## src/rtl/mem_arbiter.sv

```systemverilog
// Round-robin arbiter sharing one fixed-latency memory port between NUM_REQ requesters.
// Serves one transaction at a time and returns read data with a one-cycle done pulse.
module mem_arbiter #(
  parameter int NUM_REQ     = 3,
  parameter int ADDR_W      = 12,
  parameter int DATA_W      = 12,
  parameter int MEM_LATENCY = 2
) (
  input  logic                      clock,
  input  logic                      resetN,
  input  logic [NUM_REQ-1:0]        req,
  input  logic [NUM_REQ-1:0]        we,
  input  logic [NUM_REQ*ADDR_W-1:0] addr,
  input  logic [NUM_REQ*DATA_W-1:0] wdata,
  output logic [NUM_REQ-1:0]        gnt,
  output logic [NUM_REQ-1:0]        done,
  output logic [DATA_W-1:0]         rdata,
  output logic                      busy,
  output logic                      mem_en,
  output logic                      mem_we,
  output logic [ADDR_W-1:0]         mem_addr,
  output logic [DATA_W-1:0]         mem_wdata,
  input  logic [DATA_W-1:0]         mem_rdata
);

  localparam int SEL_W = (NUM_REQ > 1) ? $clog2(NUM_REQ) : 1;
  localparam int CNT_W = (MEM_LATENCY > 1) ? $clog2(MEM_LATENCY) : 1;

  typedef enum logic [1:0] {S_IDLE, S_ISSUE, S_WAIT, S_DONE} state_t;

  state_t                   r_state;
  state_t                   w_next;
  logic [SEL_W-1:0]         r_sel;
  logic [SEL_W-1:0]         r_ptr;
  logic [CNT_W-1:0]         r_cnt;
  logic                     r_mem_we;
  logic [ADDR_W-1:0]        r_mem_addr;
  logic [DATA_W-1:0]        r_mem_wdata;
  logic [DATA_W-1:0]        r_rdata;

  logic [2*NUM_REQ-1:0]     w_rot;
  logic                     w_any;
  logic [SEL_W:0]           w_sum;
  logic [SEL_W-1:0]         w_pick;
  logic                     w_we;
  logic [ADDR_W-1:0]        w_addr;
  logic [DATA_W-1:0]        w_wdata;
  logic [SEL_W-1:0]         w_ptr_next;

  // Rotating the doubled request vector by the pointer puts the highest-priority requester at bit 0.
  assign w_rot = {req, req} >> r_ptr;
  assign w_ptr_next = (r_sel == SEL_W'(NUM_REQ - 1)) ? '0 : r_sel + 1'b1;

  always_comb begin
    w_any   = |req;
    w_sum   = '0;
    w_pick  = '0;
    for (int k = NUM_REQ - 1; k >= 0; k--) begin
      if (w_rot[k]) begin
        w_sum  = {1'b0, r_ptr} + (SEL_W+1)'(k);
        w_pick = (w_sum >= (SEL_W+1)'(NUM_REQ)) ? SEL_W'(w_sum - (SEL_W+1)'(NUM_REQ))
                                                 : w_sum[SEL_W-1:0];
      end
    end
    w_we    = 1'b0;
    w_addr  = '0;
    w_wdata = '0;
    for (int i = 0; i < NUM_REQ; i++) begin
      if (w_pick == SEL_W'(i)) begin
        w_we    = we[i];
        w_addr  = addr[i*ADDR_W +: ADDR_W];
        w_wdata = wdata[i*DATA_W +: DATA_W];
      end
    end
  end

  always_ff @(posedge clock or negedge resetN) begin
    if (!resetN) r_state <= S_IDLE;
    else         r_state <= w_next;
  end

  // WAIT is always visited so rdata is captured exactly MEM_LATENCY cycles after mem_en.
  always_comb begin
    w_next = r_state;
    case (r_state)
      S_IDLE:  if (w_any) w_next = S_ISSUE;
      S_ISSUE: w_next = S_WAIT;
      S_WAIT:  if (r_cnt == '0) w_next = S_DONE;
      S_DONE:  w_next = S_IDLE;
      default: w_next = S_IDLE;
    endcase
  end

  always_ff @(posedge clock or negedge resetN) begin
    if (!resetN) begin
      r_sel       <= '0;
      r_ptr       <= '0;
      r_cnt       <= '0;
      r_mem_we    <= 1'b0;
      r_mem_addr  <= '0;
      r_mem_wdata <= '0;
      r_rdata     <= '0;
    end else begin
      case (r_state)
        S_IDLE: begin
          if (w_any) begin
            r_sel       <= w_pick;
            r_mem_we    <= w_we;
            r_mem_addr  <= w_addr;
            r_mem_wdata <= w_wdata;
          end
        end
        S_ISSUE: r_cnt <= CNT_W'(MEM_LATENCY - 1);
        S_WAIT: begin
          if (r_cnt != '0)    r_cnt   <= r_cnt - 1'b1;
          else if (!r_mem_we) r_rdata <= mem_rdata;
        end
        S_DONE:  r_ptr <= w_ptr_next;
        default: ;
      endcase
    end
  end

  always_comb begin
    busy   = (r_state != S_IDLE);
    mem_en = (r_state == S_ISSUE);
    gnt    = (r_state != S_IDLE) ? (NUM_REQ'(1) << r_sel) : '0;
    done   = (r_state == S_DONE) ? (NUM_REQ'(1) << r_sel) : '0;
  end

  assign mem_we    = r_mem_we;
  assign mem_addr  = r_mem_addr;
  assign mem_wdata = r_mem_wdata;
  assign rdata     = r_rdata;

endmodule

```

## config.mk

```make
export PLATFORM = sky130hd
export DESIGN_NAME = mem_arbiter
export DESIGN_NICKNAME = d
export VERILOG_FILES = /design/src/rtl/mem_arbiter.sv
export SDC_FILE = /design/constraint.sdc
export NUM_CORES = 1
export LEC_CHECK = 0
export BUFFER_PORTS_ARGS = -buffer_cell sky130_fd_sc_hd__buf_4
export CORE_MARGIN = 2
export CORE_UTILIZATION = 35
export DETAILED_ROUTE_END_ITERATION = 6
export PLACE_DENSITY = 0.63
export SYNTH_ARGS = -nofsm -noshare
export SYNTH_HDL_FRONTEND = slang
export SYNTH_SLANG_ARGS = --single-unit
```

## constraint.sdc

```tcl
create_clock -name clock -period 3.8 [get_ports clock]
set_clock_uncertainty 0.15 [all_clocks]
set_input_delay 0.38 -clock clock [delete_from_list [all_inputs] [get_ports clock]]
set_output_delay 0.38 -clock clock [all_outputs]
set_load 0.005 [all_outputs]
```

==> run_results.csv, run 1 <==
group,metric,value,unit
timing,fin_ws,0.670,ns
setup_path,reg2reg_from,"r_ptr[1]$_DFFE_PN0P_",
synth,syn_area_per_cell,11.1,sq um
floorplanning,die_y,89.5,um
route,viasPerCell,4.92,
place,port_buffers,136,
cts,cts_sinks,44,
cts,root_buffer,"clkbuf_8",
global_route,grt_overflow_total,0,
global_route,antenna_found_initial,0,
route,wl_per_cell,14.5,um
floorplanning,ios,137,
synth,dominantRegCellSynth,"dfrtp_1",
cts,path_clk_slew,0.09,ns
timing,final.min_clock_period,3.13,ns
cts,cts-resized-gates,0,
synth,synthMuxAreaShare,17.3,%
place,place_hpwl,4810,um
setup_path,cp.required,3.85,ns
route,drc,0,
route,vias,2262,
hold_path,holdPathEnd,"rdata[2]$_DFFE_PN0P_",
cts,numCtsBuffers,5,
timing,slew_viol_final,0,
synth,synth_cells,231,
synth,synth.area.top_cells,"dfrtp_1 43%, mux2i_1 11%, or4b_1 9.8%",
timing,relSlewSlack,30.7,%
setup_path,worst-setup-path-type,"flop to flop",
cts,cts_setup_buffers,0,
finish,fin_area,0.00376,sq mm
cts,cts_hold_buf,1,
power_and_ir_drop,p_leak,1.79,nW
synth,yosys_warnings,0,
timing,fin_tns_setup,0,ns
global_route,grt_pass1_wl,10200,um
timing,finalCritPeriodShare,82.4,%
setup_path,critPathLaunch,"r_ptr[1]$_DFFE_PN0P_",
hold_path,worstHoldStart,"mem_rdata[2]",
cts,cts_tree,"yes",
synth,synth_edf_count,0,
synth,synth-compound-area-share,12.6,%
route,drt_iter0_markers,63,
setup_path,reg2reg_slack,0.67,ns
setup_path,end_kind,"flop",
route,drt-total-wl,6680,um
finish,fin_cells,460,
place,post-place-ws,0.702,ns
finish,final_util,52.4,%
timing,worst_pin_slew,1.04,ns
hold_path,hold_path.class,"primary input to flop",
finish,n_antenna_cell,0,
synth,ys_seq_area_share,43.1,%
status,status,"complete, no violations",
synth,synth_xor_xnor_area_share,0,%
power_and_ir_drop,totalPowerFinal,2.85,mW
setup_path,cp_cell_sequence,"inv_1, ha_1, nand2b_1, a221o_1, a221oi_2, nor2_4, buf_4, or4b_1, o211ai_1",
place,gp_congestion,0.811,
synth,synthAdderAreaFrac,3.42,%
place,dp.cells,451,
finish,nets,459,
synth,synth_top_family_by_area,"simple AND/OR/NAND/NOR gates",
power_and_ir_drop,irDropWorstVdd,270,uV
synth,synthDistinctLibCells,32,
synth,synth_area,0.00256,sq mm
timing,fmax,320,MHz
floorplanning,initial_core_util,35.6,%
synth,synth_most_common_cell,"dfrtp_1",
hold_path,holdPathStages,2,
floorplanning,die-area,0.00801,sq mm
setup_path,r2r-end,"mem_addr[11]$_DFFE_PN0P_",
power_and_ir_drop,power_density,759,mW/mm^2
run,drv_cap,0,
timing,finalHoldViolCount,0,
cts,htree_levels,2,
finish,drive_above_1_share,46.3,%
finish,area_growth,47.0,%
synth,ys_ff_latch,44,
timing,holdWs,0.160,ns
timing,grt_setup_unrepaired,"false",
synth,yosysTopAreaCell,"dfrtp_1",
synth,syn_nets,330,
finish,nFillCells,687,
setup_path,max_stage_delay,0.59,ns
place,dpl_cell_area,0.00366,sq mm
global_route,grt_usage,16.3,%
cts,clockBufferDepth,2,
setup_path,critPathLaunchType,"flop",
floorplanning,core,0.00718,sq mm
route,drtPass1Iterations,4,
route,ant_nets,0,
global_route,grt_pass1_vias,2121,
setup_path,path_max_fanout,34,
synth,synthArstFlopShare,100,%
floorplanning,std_cell_rows,31,
cts,clock_latency,0.29,ns
timing,setup_viol,0,
synth,synth_top_area_share,43.1,%
global_route,grt_max_degree,55,
setup_path,cp_slowest_cell,"dfrtp_1",
synth,synth-simple-area-share,19.6,%
setup_path,crit_arrival,3.18,ns
synth,ys_top_cells_by_count,"44 x dfrtp_1, 28 x mux2i_1, 28 x nand2_1",
floorplanning,die_w,89.5,um
setup_path,rr_worst_depth,9,
[sequential cells by signal (all words and copies together), names as in the netlist]
name,flops
mem_addr,12
mem_wdata,12
mem_we,1
r_cnt,1
r_ptr,2
r_sel,2
r_state,2
rdata,12
[critical path: cells and delay by family, from the launching register on]
kind	cells	cell delay [ns]
adder cells (fa/ha/maj)	1	0.25
flip-flops	1	0.59
AND/OR/NAND/NOR	3	0.92
buffers and inverters	2	0.39
AO/OA/AOI/OAI	3	0.74
[logic make-up after synthesis]
group                    Yosys count
multiplexers                      42
AND/OR/NAND/NOR                   74
adder cells (fa/ha/maj)            7
buffers and inverters             24
flip-flops                        44
AO/OA/AOI/OAI                     40
[worst max path at each step]
stage | to | slack [ns] | cells past startpoint
floorplan | mem_addr[10]$_DFFE_PN0P_ | 1.24 | 10
global placement | mem_wdata[8]$_DFFE_PN0P_ | 0.77 | 9
detailed placement | mem_wdata[4]$_DFFE_PN0P_ | 0.70 | 9
CTS | mem_wdata[4]$_DFFE_PN0P_ | 0.66 | 9
global route | mem_wdata[4]$_DFFE_PN0P_ | 0.49 | 9
finish | mem_addr[11]$_DFFE_PN0P_ | 0.67 | 9
[area by class of cell]
| cell class | instances | area [sq um] | area share (%) |
|---|---|---|---|
| Multi-Input combinational cell | 163 | 1370 | 36.3 |
| Sequential cell | 44 | 1100 | 29.3 |
| Timing Repair Buffer | 140 | 1050 | 28.0 |
| Tap cell | 99 | 124 | 3.30 |
| Clock buffer | 5 | 68.8 | 1.83 |
| Clock inverter | 3 | 23.8 | 0.632 |
| Inverter | 6 | 22.5 | 0.599 |
[layout by cell type, fill, tap and decap left out, drive strengths merged]
| cell | count |
|---|---|
| and3 | 1 |
| nand2b | 5 |
| o21bai | 2 |
| clkinvlp | 2 |
| o21ai | 3 |
| o31ai | 1 |
| nor3b | 4 |
| dfrtp | 44 |
| nor3 | 2 |
| clkbuf | 5 |
| o22a | 1 |
| nor2 | 2 |
| or4b | 25 |
| and3b | 2 |
| nand4bb | 2 |
| inv | 6 |
| mux2i | 28 |
| a221o | 3 |
| nor2b | 3 |
| o311ai | 1 |
| buf | 139 |
| a221oi | 1 |
| dlygate4sd3 | 1 |
| o211ai | 25 |
| mux2 | 14 |
| nand2 | 28 |
| ha | 7 |
| a22oi | 1 |
| clkinv | 1 |
| a21o | 2 |
[where the power goes]
part | total (mW) | internal, mW | switching [mW]
clock network | 0.305 | 0.130 | 0.175
logic | 1.68 | 0.861 | 0.821
registers | 0.868 | 0.702 | 0.166
total | 2.85 | 1.69 | 1.16
[routing by layer]
| layer | up-vias | GRT usage, % | routed length [um] |
|---|---|---|---|
| met1 | 1050 | 22.5 | 2900 |
| met4 | 0 | 3.26 | 45 |
| li1 | 1127 | - | - |
| met3 | 4 | 4.16 | 405 |
| met2 | 81 | 26.1 | 3330 |
| met5 | - | 0 | 0 |
Power figures use the tool's default switching activity.
==> inputs of run 2 (changes only) <==
clock period = 3.24 ns   (was 3.8 ns; I/O delays follow)
==> run_results.csv, run 2 (synthesized netlist as in run 1, its figures left out) <==
group,metric,value,unit
timing,finalHoldViolCount,0,
route,ant_nets,0,
floorplanning,die_y,89.5,um
setup_path,cp_num_cells,8,
setup_path,cp_slowest_cell,"or4b_1",
cts,htree_levels,2,
cts,path_clk_slew,0.08,ns
route,wl_per_cell,14.5,um
setup_path,end_kind,"flop",
timing,final.min_clock_period,2.82,ns
timing,fmax,355,MHz
route,drt_iter0_markers,80,
power_and_ir_drop,switchingPower,1.37,mW
hold_path,hold_path.class,"primary input to flop",
setup_path,max_stage_delay,0.53,ns
power_and_ir_drop,switching_share,39.7,%
power_and_ir_drop,p_clk_share,10.5,%
floorplanning,std_cell_rows,31,
timing,relSlewSlack,62.2,%
finish,final_util,53.2,%
setup_path,crit_arrival,2.88,ns
cts,cts-resized-gates,0,
global_route,antenna_found_initial,0,
place,dp.cells,455,
setup_path,critPathLaunch,"r_ptr[0]$_DFFE_PN0P_",
global_route,grt_max_degree,45,
finish,most-common-layout-cells,"141 x buf_4, 44 x dfrtp_1, 28 x mux2i_1, 28 x nand2_1",
finish,area_growth,49.3,%
timing,holdWs,0.108,ns
finish,final_common_cell,"buf_4",
setup_path,reg2reg_from,"r_ptr[0]$_DFFE_PN0P_",
timing,grt_setup_unrepaired,"false",
route,drtPass1Iterations,5,
setup_path,critPathLaunchType,"flop",
timing,worst_pin_slew,0.566,ns
setup_path,crit_end,"mem_addr[6]$_DFFE_PN0P_",
finish,nets,463,
power_and_ir_drop,intPower,2.08,mW
finish,drive_above_1_share,46.8,%
route,drc,0,
route,vias,2273,
cts,clockBufferDepth,2,
power_and_ir_drop,totalPowerFinal,3.45,mW
power_and_ir_drop,p_comb_share,60.7,%
timing,setup_viol,0,
power_and_ir_drop,seqPwrFrac,28.7,%
floorplanning,die_w,89.5,um
timing,finalCritPeriodShare,87.1,%
setup_path,cp.required,3.30,ns
timing,slew_viol_final,0,
place,place_hpwl,4980,um
setup_path,rr_worst_depth,8,
cts,clock_latency,0.29,ns
cts,cts_tree,"yes",
finish,fin_cells,464,
global_route,grt_pass1_vias,2190,
power_and_ir_drop,p_leak,1.83,nW
floorplanning,die-area,0.00801,sq mm
global_route,grt_usage,16.7,%
cts,cts_sinks,44,
floorplanning,initial_core_util,35.6,%
global_route,grt_pass1_wl,10500,um
floorplanning,core,0.00718,sq mm
cts,numCtsBuffers,5,
setup_path,path_max_fanout,18,
hold_path,worstHoldStart,"mem_rdata[7]",
place,port_buffers,136,
cts,root_buffer,"clkbuf_8",
power_and_ir_drop,irDropWorstVdd,362,uV
floorplanning,ios,137,
route,viasPerCell,4.90,
setup_path,r2r-end,"mem_addr[6]$_DFFE_PN0P_",
route,drt-total-wl,6740,um
setup_path,reg2reg_slack,0.42,ns
setup_path,crit_family,"simple AND/OR/NAND/NOR gates",
power_and_ir_drop,power_density,903,mW/mm^2
setup_path,cp_cell_sequence,"ha_1, nand2b_1, a221o_1, a221oi_2, nor2_4, buf_4, or4b_1, o211ai_1",
global_route,grt_overflow_total,0,
setup_path,worst-setup-path-type,"flop to flop",
run,drv_cap,0,
finish,n_antenna_cell,0,
place,gp_congestion,0.780,
timing,fin_tns_setup,0,ns
setup_path,crit_buf_inv,1,
status,status,"complete, no violations",
-- run 2: changes by cell type in the layout (fill, tap and decap cells not counted) --
cell	delta
buf_12	+2
buf_4	+2
clkbuf_8	+1
clkinv_4	-1
-- run 2: metrics by stage --
step / cell area [sq um] / worst slack, ns
2_1_floorplan: 2560 / 0.677
3_3_place_gp: 3710 / 0.492
3_5_place_dp: 3710 / 0.435
4_1_cts: 3820 / 0.430
5_1_grt: 3820 / 0.234
6_report: 3820 / 0.420
-- run 2: routing by layer --
layer	GRT usage, %	share of wire [%]	vias to the layer above
li1	-	-	1135
met1	22.0	42	1055
met2	27.9	51	81
met3	4.16	6.3	2
met4	3.26	0.50	0
met5	0	0	-
-- run 2: timing repair --
action,4_1_cts,5_1_grt
endpoints found under the hold margin,44,0
hold buffers,1,0
setup buffers,0,0
endpoints found under the setup margin,0,0
-- run 2: final cells by class --
cell class	count	area, sq um
Fill cell	655	3360
Multi-Input combinational cell	163	1370
Timing Repair Buffer	144	1110
Sequential cell	44	1100
Tap cell	99	124
Clock buffer	6	82.6
Inverter	6	22.5
Clock inverter	2	15.0
-- run 2: how the worst min path moves through the flow --
stage / end / cells past startpoint
2_1_floorplan: mem_addr[0]$_DFFE_PN0P_ / 0
4_1_cts: rdata[7]$_DFFE_PN0P_ / 2
3_5_place_dp: rdata[5]$_DFFE_PN0P_ / 1
6_report: rdata[7]$_DFFE_PN0P_ / 2
3_3_place_gp: rdata[5]$_DFFE_PN0P_ / 1
5_1_grt: rdata[5]$_DFFE_PN0P_ / 2
-- run 2: power groups by stage --
| stage | logic [mW] | clock network [mW] | registers (mW) |
|---|---|---|---|
| 6_report | 2.09 | 0.363 | 0.991 |
| 5_1_grt | 2.34 | 0.398 | 1.03 |
| 4_1_cts | 2.14 | 0.380 | 0.993 |
| 3_5_place_dp | 2.14 | 0 | 0.999 |
| 3_3_place_gp | 2.09 | 0 | 0.998 |
| 2_1_floorplan | 1.27 | 0 | 0.999 |
